File: src/rtl/seg7_pkg.sv
// Shared definitions for the seg7 scan controller.
//   PWM_PHASES / BRIGHT_W / PHASE_W : brightness PWM geometry (16 phases, 4-bit level)
//   cnt_width()   : counter width for a 0..n-1 counter, never narrower than 1 bit
//   drive_level() : maps a logical "active" bit onto a pin level for a given polarity
package seg7_pkg;

  localparam int unsigned PWM_PHASES = 16;
  localparam int unsigned BRIGHT_W   = 4;
  localparam int unsigned PHASE_W    = $clog2(PWM_PHASES);

  function automatic int unsigned cnt_width(input int unsigned n);
    return (n > 1) ? $clog2(n) : 1;
  endfunction

  // Used for both com and segment pins: active-low pins invert the logical value.
  function automatic logic drive_level(input logic active, input logic act_low);
    return active ^ act_low;
  endfunction

endpackage

File: src/rtl/seg7_scan_timebase.sv
// Scan timebase: sub-cycle prescaler, PWM phase, digit index and blink state.
//   clk, rst    : clock, synchronous active-high reset
//   phase       : PWM phase 0..15 within the current slot
//   digit       : digit index 0..NUM_DIGITS-1 being scanned
//   blink_off   : 1 during the blink-off half-period (changes at frame boundaries)
//   slot_start  : 1 on the first cycle of every slot (phase 0, sub-cycle 0)
module seg7_scan_timebase
  import seg7_pkg::*;
#(
  parameter int unsigned NUM_DIGITS   = 8,
  parameter int unsigned SUB_CYCLES   = 64,
  parameter int unsigned BLINK_FRAMES = 32,
  parameter int unsigned DIG_W        = cnt_width(NUM_DIGITS)
) (
  input  logic               clk,
  input  logic               rst,
  output logic [PHASE_W-1:0] phase,
  output logic [DIG_W-1:0]   digit,
  output logic               blink_off,
  output logic               slot_start
);

  localparam int unsigned SUB_W = cnt_width(SUB_CYCLES);
  localparam int unsigned BLK_W = cnt_width(BLINK_FRAMES);

  localparam logic [SUB_W-1:0]   SUB_LAST   = SUB_W'(SUB_CYCLES - 1);
  localparam logic [PHASE_W-1:0] PHASE_LAST = PHASE_W'(PWM_PHASES - 1);
  localparam logic [DIG_W-1:0]   DIG_LAST   = DIG_W'(NUM_DIGITS - 1);
  localparam logic [BLK_W-1:0]   BLK_LAST   = BLK_W'(BLINK_FRAMES - 1);

  logic [SUB_W-1:0] sub_cnt;
  logic [BLK_W-1:0] blink_frm;
  logic             sub_wrap;
  logic             phase_wrap;
  logic             frame_wrap;

  assign sub_wrap   = (sub_cnt == SUB_LAST);
  assign phase_wrap = sub_wrap && (phase == PHASE_LAST);
  // Explicit compare against N-1 so non-power-of-2 digit counts never visit unused codes.
  assign frame_wrap = phase_wrap && (digit == DIG_LAST);
  assign slot_start = (sub_cnt == '0) && (phase == '0);

  always_ff @(posedge clk) begin
    if (rst) begin
      sub_cnt   <= '0;
      phase     <= '0;
      digit     <= '0;
      blink_frm <= '0;
      blink_off <= 1'b0;
    end else begin
      if (sub_wrap) begin
        sub_cnt <= '0;
        if (phase_wrap) begin
          phase <= '0;
          digit <= frame_wrap ? '0 : digit + 1'b1;
        end else begin
          phase <= phase + 1'b1;
        end
      end else begin
        sub_cnt <= sub_cnt + 1'b1;
      end

      if (frame_wrap) begin
        if (blink_frm == BLK_LAST) begin
          blink_frm <= '0;
          blink_off <= ~blink_off;
        end else begin
          blink_frm <= blink_frm + 1'b1;
        end
      end
    end
  end

endmodule

File: src/rtl/seg7_scan_controller_param.sv
// Time-multiplexed N-digit 7-segment driver with per-digit enable/blink,
// 16-level PWM brightness, one dark phase of dead time per slot and a frame strobe.
//   clk, rst     : clock, synchronous active-high reset
//   seg_data     : packed patterns, digit d = [d*SEG_W +: SEG_W], 1 = lit
//   digit_en     : 0 forces a digit dark
//   blink_en     : 1 makes a digit dark during the blink-off half-period
//   brightness   : 0 = off .. 15 = 15/16 duty
//   com          : one-hot common select (polarity COM_ACT_LOW)
//   seven_seg    : active-digit segments (polarity SEG_ACT_LOW)
//   frame_start  : one-cycle pulse on the first output cycle of digit 0
module seg7_scan_controller_param
  import seg7_pkg::*;
#(
  parameter int unsigned NUM_DIGITS   = 8,
  parameter int unsigned SEG_W        = 7,
  parameter int unsigned SUB_CYCLES   = 64,
  parameter int unsigned BLINK_FRAMES = 32,
  parameter bit          COM_ACT_LOW  = 1'b1,
  parameter bit          SEG_ACT_LOW  = 1'b0
) (
  input  logic                        clk,
  input  logic                        rst,
  input  logic [NUM_DIGITS*SEG_W-1:0] seg_data,
  input  logic [NUM_DIGITS-1:0]       digit_en,
  input  logic [NUM_DIGITS-1:0]       blink_en,
  input  logic [BRIGHT_W-1:0]         brightness,
  output logic [NUM_DIGITS-1:0]       com,
  output logic [SEG_W-1:0]            seven_seg,
  output logic                        frame_start
);

  localparam int unsigned DIG_W = cnt_width(NUM_DIGITS);

  logic [PHASE_W-1:0]    phase;
  logic [DIG_W-1:0]      digit;
  logic                  blink_off;
  logic                  slot_start;

  logic [SEG_W-1:0]      pat_sel;
  logic                  en_sel;
  logic                  blink_sel;

  logic [SEG_W-1:0]      pat_l;
  logic                  en_l;
  logic                  blink_l;
  logic [BRIGHT_W-1:0]   bright_l;

  logic                  lit;
  logic [NUM_DIGITS-1:0] com_nxt;
  logic [SEG_W-1:0]      seg_nxt;

  seg7_scan_timebase #(
    .NUM_DIGITS  (NUM_DIGITS),
    .SUB_CYCLES  (SUB_CYCLES),
    .BLINK_FRAMES(BLINK_FRAMES),
    .DIG_W       (DIG_W)
  ) u_timebase (
    .clk       (clk),
    .rst       (rst),
    .phase     (phase),
    .digit     (digit),
    .blink_off (blink_off),
    .slot_start(slot_start)
  );

  // Select the current digit's inputs; compare-based mux avoids out-of-range indexing.
  always_comb begin
    pat_sel   = '0;
    en_sel    = 1'b0;
    blink_sel = 1'b0;
    for (int unsigned i = 0; i < NUM_DIGITS; i++) begin
      if (digit == DIG_W'(i)) begin
        pat_sel   = seg_data[i*SEG_W +: SEG_W];
        en_sel    = digit_en[i];
        blink_sel = blink_en[i];
      end
    end
  end

  // Inputs are frozen for the whole slot so mid-slot changes cannot tear the display.
  // The slot-start cycle itself is phase 0 (always dark), so the latch landing one
  // edge later never affects a lit cycle.
  always_ff @(posedge clk) begin
    if (rst) begin
      pat_l    <= '0;
      en_l     <= 1'b0;
      blink_l  <= 1'b0;
      bright_l <= '0;
    end else if (slot_start) begin
      pat_l    <= pat_sel;
      en_l     <= en_sel;
      blink_l  <= blink_sel;
      bright_l <= brightness;
    end
  end

  always_comb begin
    lit = en_l && !(blink_l && blink_off) && (phase != '0) && (phase <= bright_l);
    com_nxt = '0;
    for (int unsigned i = 0; i < NUM_DIGITS; i++) begin
      com_nxt[i] = drive_level(lit && (digit == DIG_W'(i)), COM_ACT_LOW);
    end
    seg_nxt = '0;
    for (int unsigned j = 0; j < SEG_W; j++) begin
      seg_nxt[j] = drive_level(lit && pat_l[j], SEG_ACT_LOW);
    end
  end

  // com and segments share one register stage so they always switch together.
  always_ff @(posedge clk) begin
    if (rst) begin
      com         <= {NUM_DIGITS{COM_ACT_LOW}};
      seven_seg   <= {SEG_W{SEG_ACT_LOW}};
      frame_start <= 1'b0;
    end else begin
      com         <= com_nxt;
      seven_seg   <= seg_nxt;
      frame_start <= slot_start && (digit == '0);
    end
  end

endmodule
File: config.mk
export PLATFORM = sky130hd
export DESIGN_NAME = seg7_scan_controller_param
export DESIGN_NICKNAME = d
export VERILOG_FILES = /design/src/rtl/seg7_pkg.sv /design/src/rtl/seg7_scan_timebase.sv /design/src/rtl/seg7_scan_controller_param.sv
export SDC_FILE = /design/constraint.sdc
export NUM_CORES = 1
export LEC_CHECK = 0
export CELL_PAD_IN_SITES_DETAIL_PLACEMENT = 1
export CELL_PAD_IN_SITES_GLOBAL_PLACEMENT = 1
export CORE_MARGIN = 8
export CORE_UTILIZATION = 45
export DETAILED_ROUTE_END_ITERATION = 8
export DONT_BUFFER_PORTS = 1
export PLACE_DENSITY_LB_ADDON = 0.1
export SYNTH_ARGS = -nofsm -noshare
export SYNTH_HDL_FRONTEND = slang
export SYNTH_SLANG_ARGS = --single-unit
File: constraint.sdc
create_clock -name clk -period 2.58 [get_ports clk]
set_input_delay 0.516 -clock clk [delete_from_list [all_inputs] [get_ports clk]]
set_output_delay 0.516 -clock clk [all_outputs]
set_load 0.01 [all_outputs]
==> impl_metrics.csv <==
group,metric,value,unit
routing,post-route-drc-count,0,
critical_path,cp_max_fo,17,
power_and_ir_drop,swShare,0.254,
power_and_ir_drop,max-vdd-ir-drop,0.360,mV
sta,fin_crit,2130,ps
cts,cts_buffers,5,
sta,skew,7.15,ps
worst_hold_path,hold_class,"in -> reg",
power_and_ir_drop,pwr-share-seq,0.559,
place,gp_congestion,0.810,
sta,finalSetupViolations,0,
critical_path,cp-end-kind,"flop",
power_and_ir_drop,p_leak,0.00108,µW
routing,via_count,2512,
logic_synthesis,ys_seq_elements,48,
critical_path,reg2reg_from,"u_timebase.digit[0]",
floorplanning,die_area,0.00880,mm²
critical_path,worst-endpoint-required,2770,ps
cts,postCtsSetupBuffers,0,
floorplanning,top_level_ports,94,
final_layout,area_delta_synth_final,7.16,%
final_layout,antenna-diode-count,0,
sta,rsz0062_at_grt,"false",
logic_synthesis,synthesis.nets,439,
flow_run,drv_cap,0,
routing,ant_nets,0,
sta,worst_pin_slew,666,ps
logic_synthesis,synth_flop_cell,"dfxtp_1",
floorplanning,die_w,93.8,µm
routing,wl_per_cell,19.9,µm
sta,hold_viol,0,
status,status,"finished clean",
sta,fmax,470,MHz
logic_synthesis,ys_seq_area_frac,0.353,
global_routing,grt_pass1_wl,13.3,mm
power_and_ir_drop,intPower,1050,µW
critical_path,ff2ff_setup_slack,450,ps
critical_path,r2r_cells,7,
global_routing,antenna_found_initial,0,
place,port_buffers,0,
power_and_ir_drop,cellPowerDensity,484,mW/mm²
cts,holdBufCountCts,0,
worst_hold_path,hold_path.startpoint,"rst",
worst_hold_path,hold_end,"u_timebase.phase[2]",
sta,setup_tns,0,ps
cts,ctsRootBufferMaster,"clkbuf_8",
power_and_ir_drop,p_comb_frac,0.106,
final_layout,drive_gt1_frac,0.0821,
cts,cts.clk_slew.worst_paths,90,ps
cts,cts_tree,"done",
routing,vias_per_cell,6.04,
logic_synthesis,synth_cells,345,
cts,clock-sinks,48,
routing,wl,8.27,mm
cts,clock_path_buffers,2,
logic_synthesis,yosysWarnings,0,
critical_path,cp-start-kind,"flop",
critical_path,r2r_end,"pat_l[5]",
logic_synthesis,netlist_area,0.00273,mm²
critical_path,critical_path_arrival,2320,ps
floorplanning,core,0.00589,mm²
global_routing,grtUsageTotal,0.187,
floorplanning,initial_utilization,0.463,
sta,fin_crit_sh,0.825,
sta,slew-limit-headroom,0.554,
power_and_ir_drop,switching_power,360,µW
critical_path,path_class,"reg -> reg",
logic_synthesis,synth-edff-count,0,
global_routing,grt_pass1_vias,2605,
logic_synthesis,synthArstFlopShare,0,
floorplanning,rows,28,
logic_synthesis,syn_avg_cell_area,7.90,µm²
worst_hold_path,holdPathStages,1,
final_layout,stdcell_area,0.00292,mm²
logic_synthesis,synth.distinct_cells,44,
sta,slew_viol_final,0,
place,placed_cell_area,0.00282,mm²
final_layout,fin_nets,434,
routing,first_pass_iters,4,
floorplanning,die-height,93.8,µm
cts,cts_resized,0,
global_routing,grt_start_max_net_pins,36,
routing,drt_iter0_drc,115,
global_routing,grt_overflow,0,
cts,ctsHtreeMaxLevel,2,
place,dpl.hpwl,6.47,mm
cts,clock_latency,300,ps
power_and_ir_drop,clkPwrFrac,0.336,
-- metal layers --
| metal | wire [µm] | track usage | vias to the layer above |
|---|---|---|---|
| met3 | 412 | 0.0400 | 6 |
| met5 | 0 | 0 | - |
| met4 | 76 | 0.0489 | 0 |
| met1 | 3660 | 0.230 | 1208 |
| li1 | - | - | 1236 |
| met2 | 4110 | 0.319 | 62 |
-- Yosys cell counts, types with 8 or more instances --
cell type / count / area [µm²]
nand2_1: 35 / 131
nor2b_1: 9 / 56.3
nor2_1: 19 / 71.3
clkbuf_1: 24 / 90.1
nor3_1: 8 / 40.0
nand3_1: 11 / 55.1
and3_1: 11 / 68.8
o21ai_0: 22 / 110
o211ai_1: 15 / 113
inv_1: 19 / 71.3
ha_1: 16 / 200
a21oi_1: 42 / 210
dfxtp_1: 48 / 961
-- kinds of logic (layout without fill, tap and decap cells) --
kind of cell,Yosys count,after routing,synth area share
AO/OA/AOI/OAI,113,113,0.263
XOR/XNOR,7,7,0.0225
adder cells (fa/ha/maj),16,16,0.0735
flip-flops,48,48,0.353
buffers and inverters,45,41,0.0620
AND/OR/NAND/NOR,116,116,0.227
-- state kept, by name (all words and copies together), names as in the netlist --
| signal | cells |
|---|---|
| bright_l | 4 |
| u_timebase.sub_cnt | 6 |
| frame_start | 1 |
| u_timebase.digit | 3 |
| u_timebase.blink_off | 1 |
| blink_l | 1 |
| seven_seg | 7 |
| en_l | 1 |
| com | 8 |
| u_timebase.blink_frm | 5 |
| u_timebase.phase | 4 |
| pat_l | 7 |
-- power groups by stage --
stage	combinational, µW	sequential, µW	clock [µW]
2_1_floorplan	118	799	0
3_3_place_gp	145	806	0
3_5_place_dp	151	808	0
4_1_cts	152	790	491
5_1_grt	170	794	523
6_report	150	790	475
-- how the worst max path moves through the flow --
| stage | start | to |
|---|---|---|
| finish | u_timebase.digit[0] | pat_l[5] |
| global route | u_timebase.digit[0] | pat_l[6] |
| CTS | u_timebase.digit[0] | pat_l[5] |
| detailed placement | u_timebase.digit[0] | pat_l[5] |
| global placement | u_timebase.digit[0] | pat_l[5] |
| floorplan | u_timebase.digit[2] | blink_l |
-- worst max-delay path, cell delays in order (launching register included) --
cell and delay [ps]:
dfxtp_1 360, inv_1 90, ha_1 520, nand2_1 300, a311oi_1 310, o21ai_0 120
a31oi_1 210, o41ai_1 110
-- stage by stage --
stage / setup WS, ps / hold WS (ps) / utilization / cells / total power (µW)
3_5_place_dp: 478 / 446 / 0.480 / 408 / 959
6_report: 451 / 281 / 0.496 / 416 / 1410
3_3_place_gp: 459 / 439 / 0.480 / 408 / 951
5_1_grt: 280 / 254 / 0.496 / 416 / 1490
2_1_floorplan: 568 / 436 / - / 345 / 917
4_1_cts: 445 / 264 / 0.496 / 416 / 1430
-- layout by cell type, fill, tap and decap left out, drive strengths merged, types with 2 or more instances in the layout --
cell type,Yosys,routed
clkbuf,24,6
nand2,37,37
a22oi,2,2
xor2,5,5
a311oi,2,2
o2111a,6,6
a221oi,3,3
ha,16,16
buf,0,12
o22ai,2,2
inv,19,20
and3,11,11
or4,3,3
o21ai,22,22
a21oi,42,42
nor2,19,19
nand4,7,7
nor3,8,8
xnor2,2,2
a21o,2,2
o21a,2,2
dfxtp,48,48
nor3b,3,3
nor2b,9,9
clkinv,2,3
o211ai,15,15
nand3,12,12
a211oi,5,5
a31oi,5,5
-- layout make-up --
class | count | area, µm²
clock buffers | 6 | 82.6
clock inverters | 2 | 13.8
inverters | 21 | 78.8
well taps | 75 | 93.8
fillers | 740 | 2970
multi-input cells | 252 | 1600
repair buffers | 12 | 90.1
flip-flops and latches | 48 | 961
(Power assumes the default switching activity.)
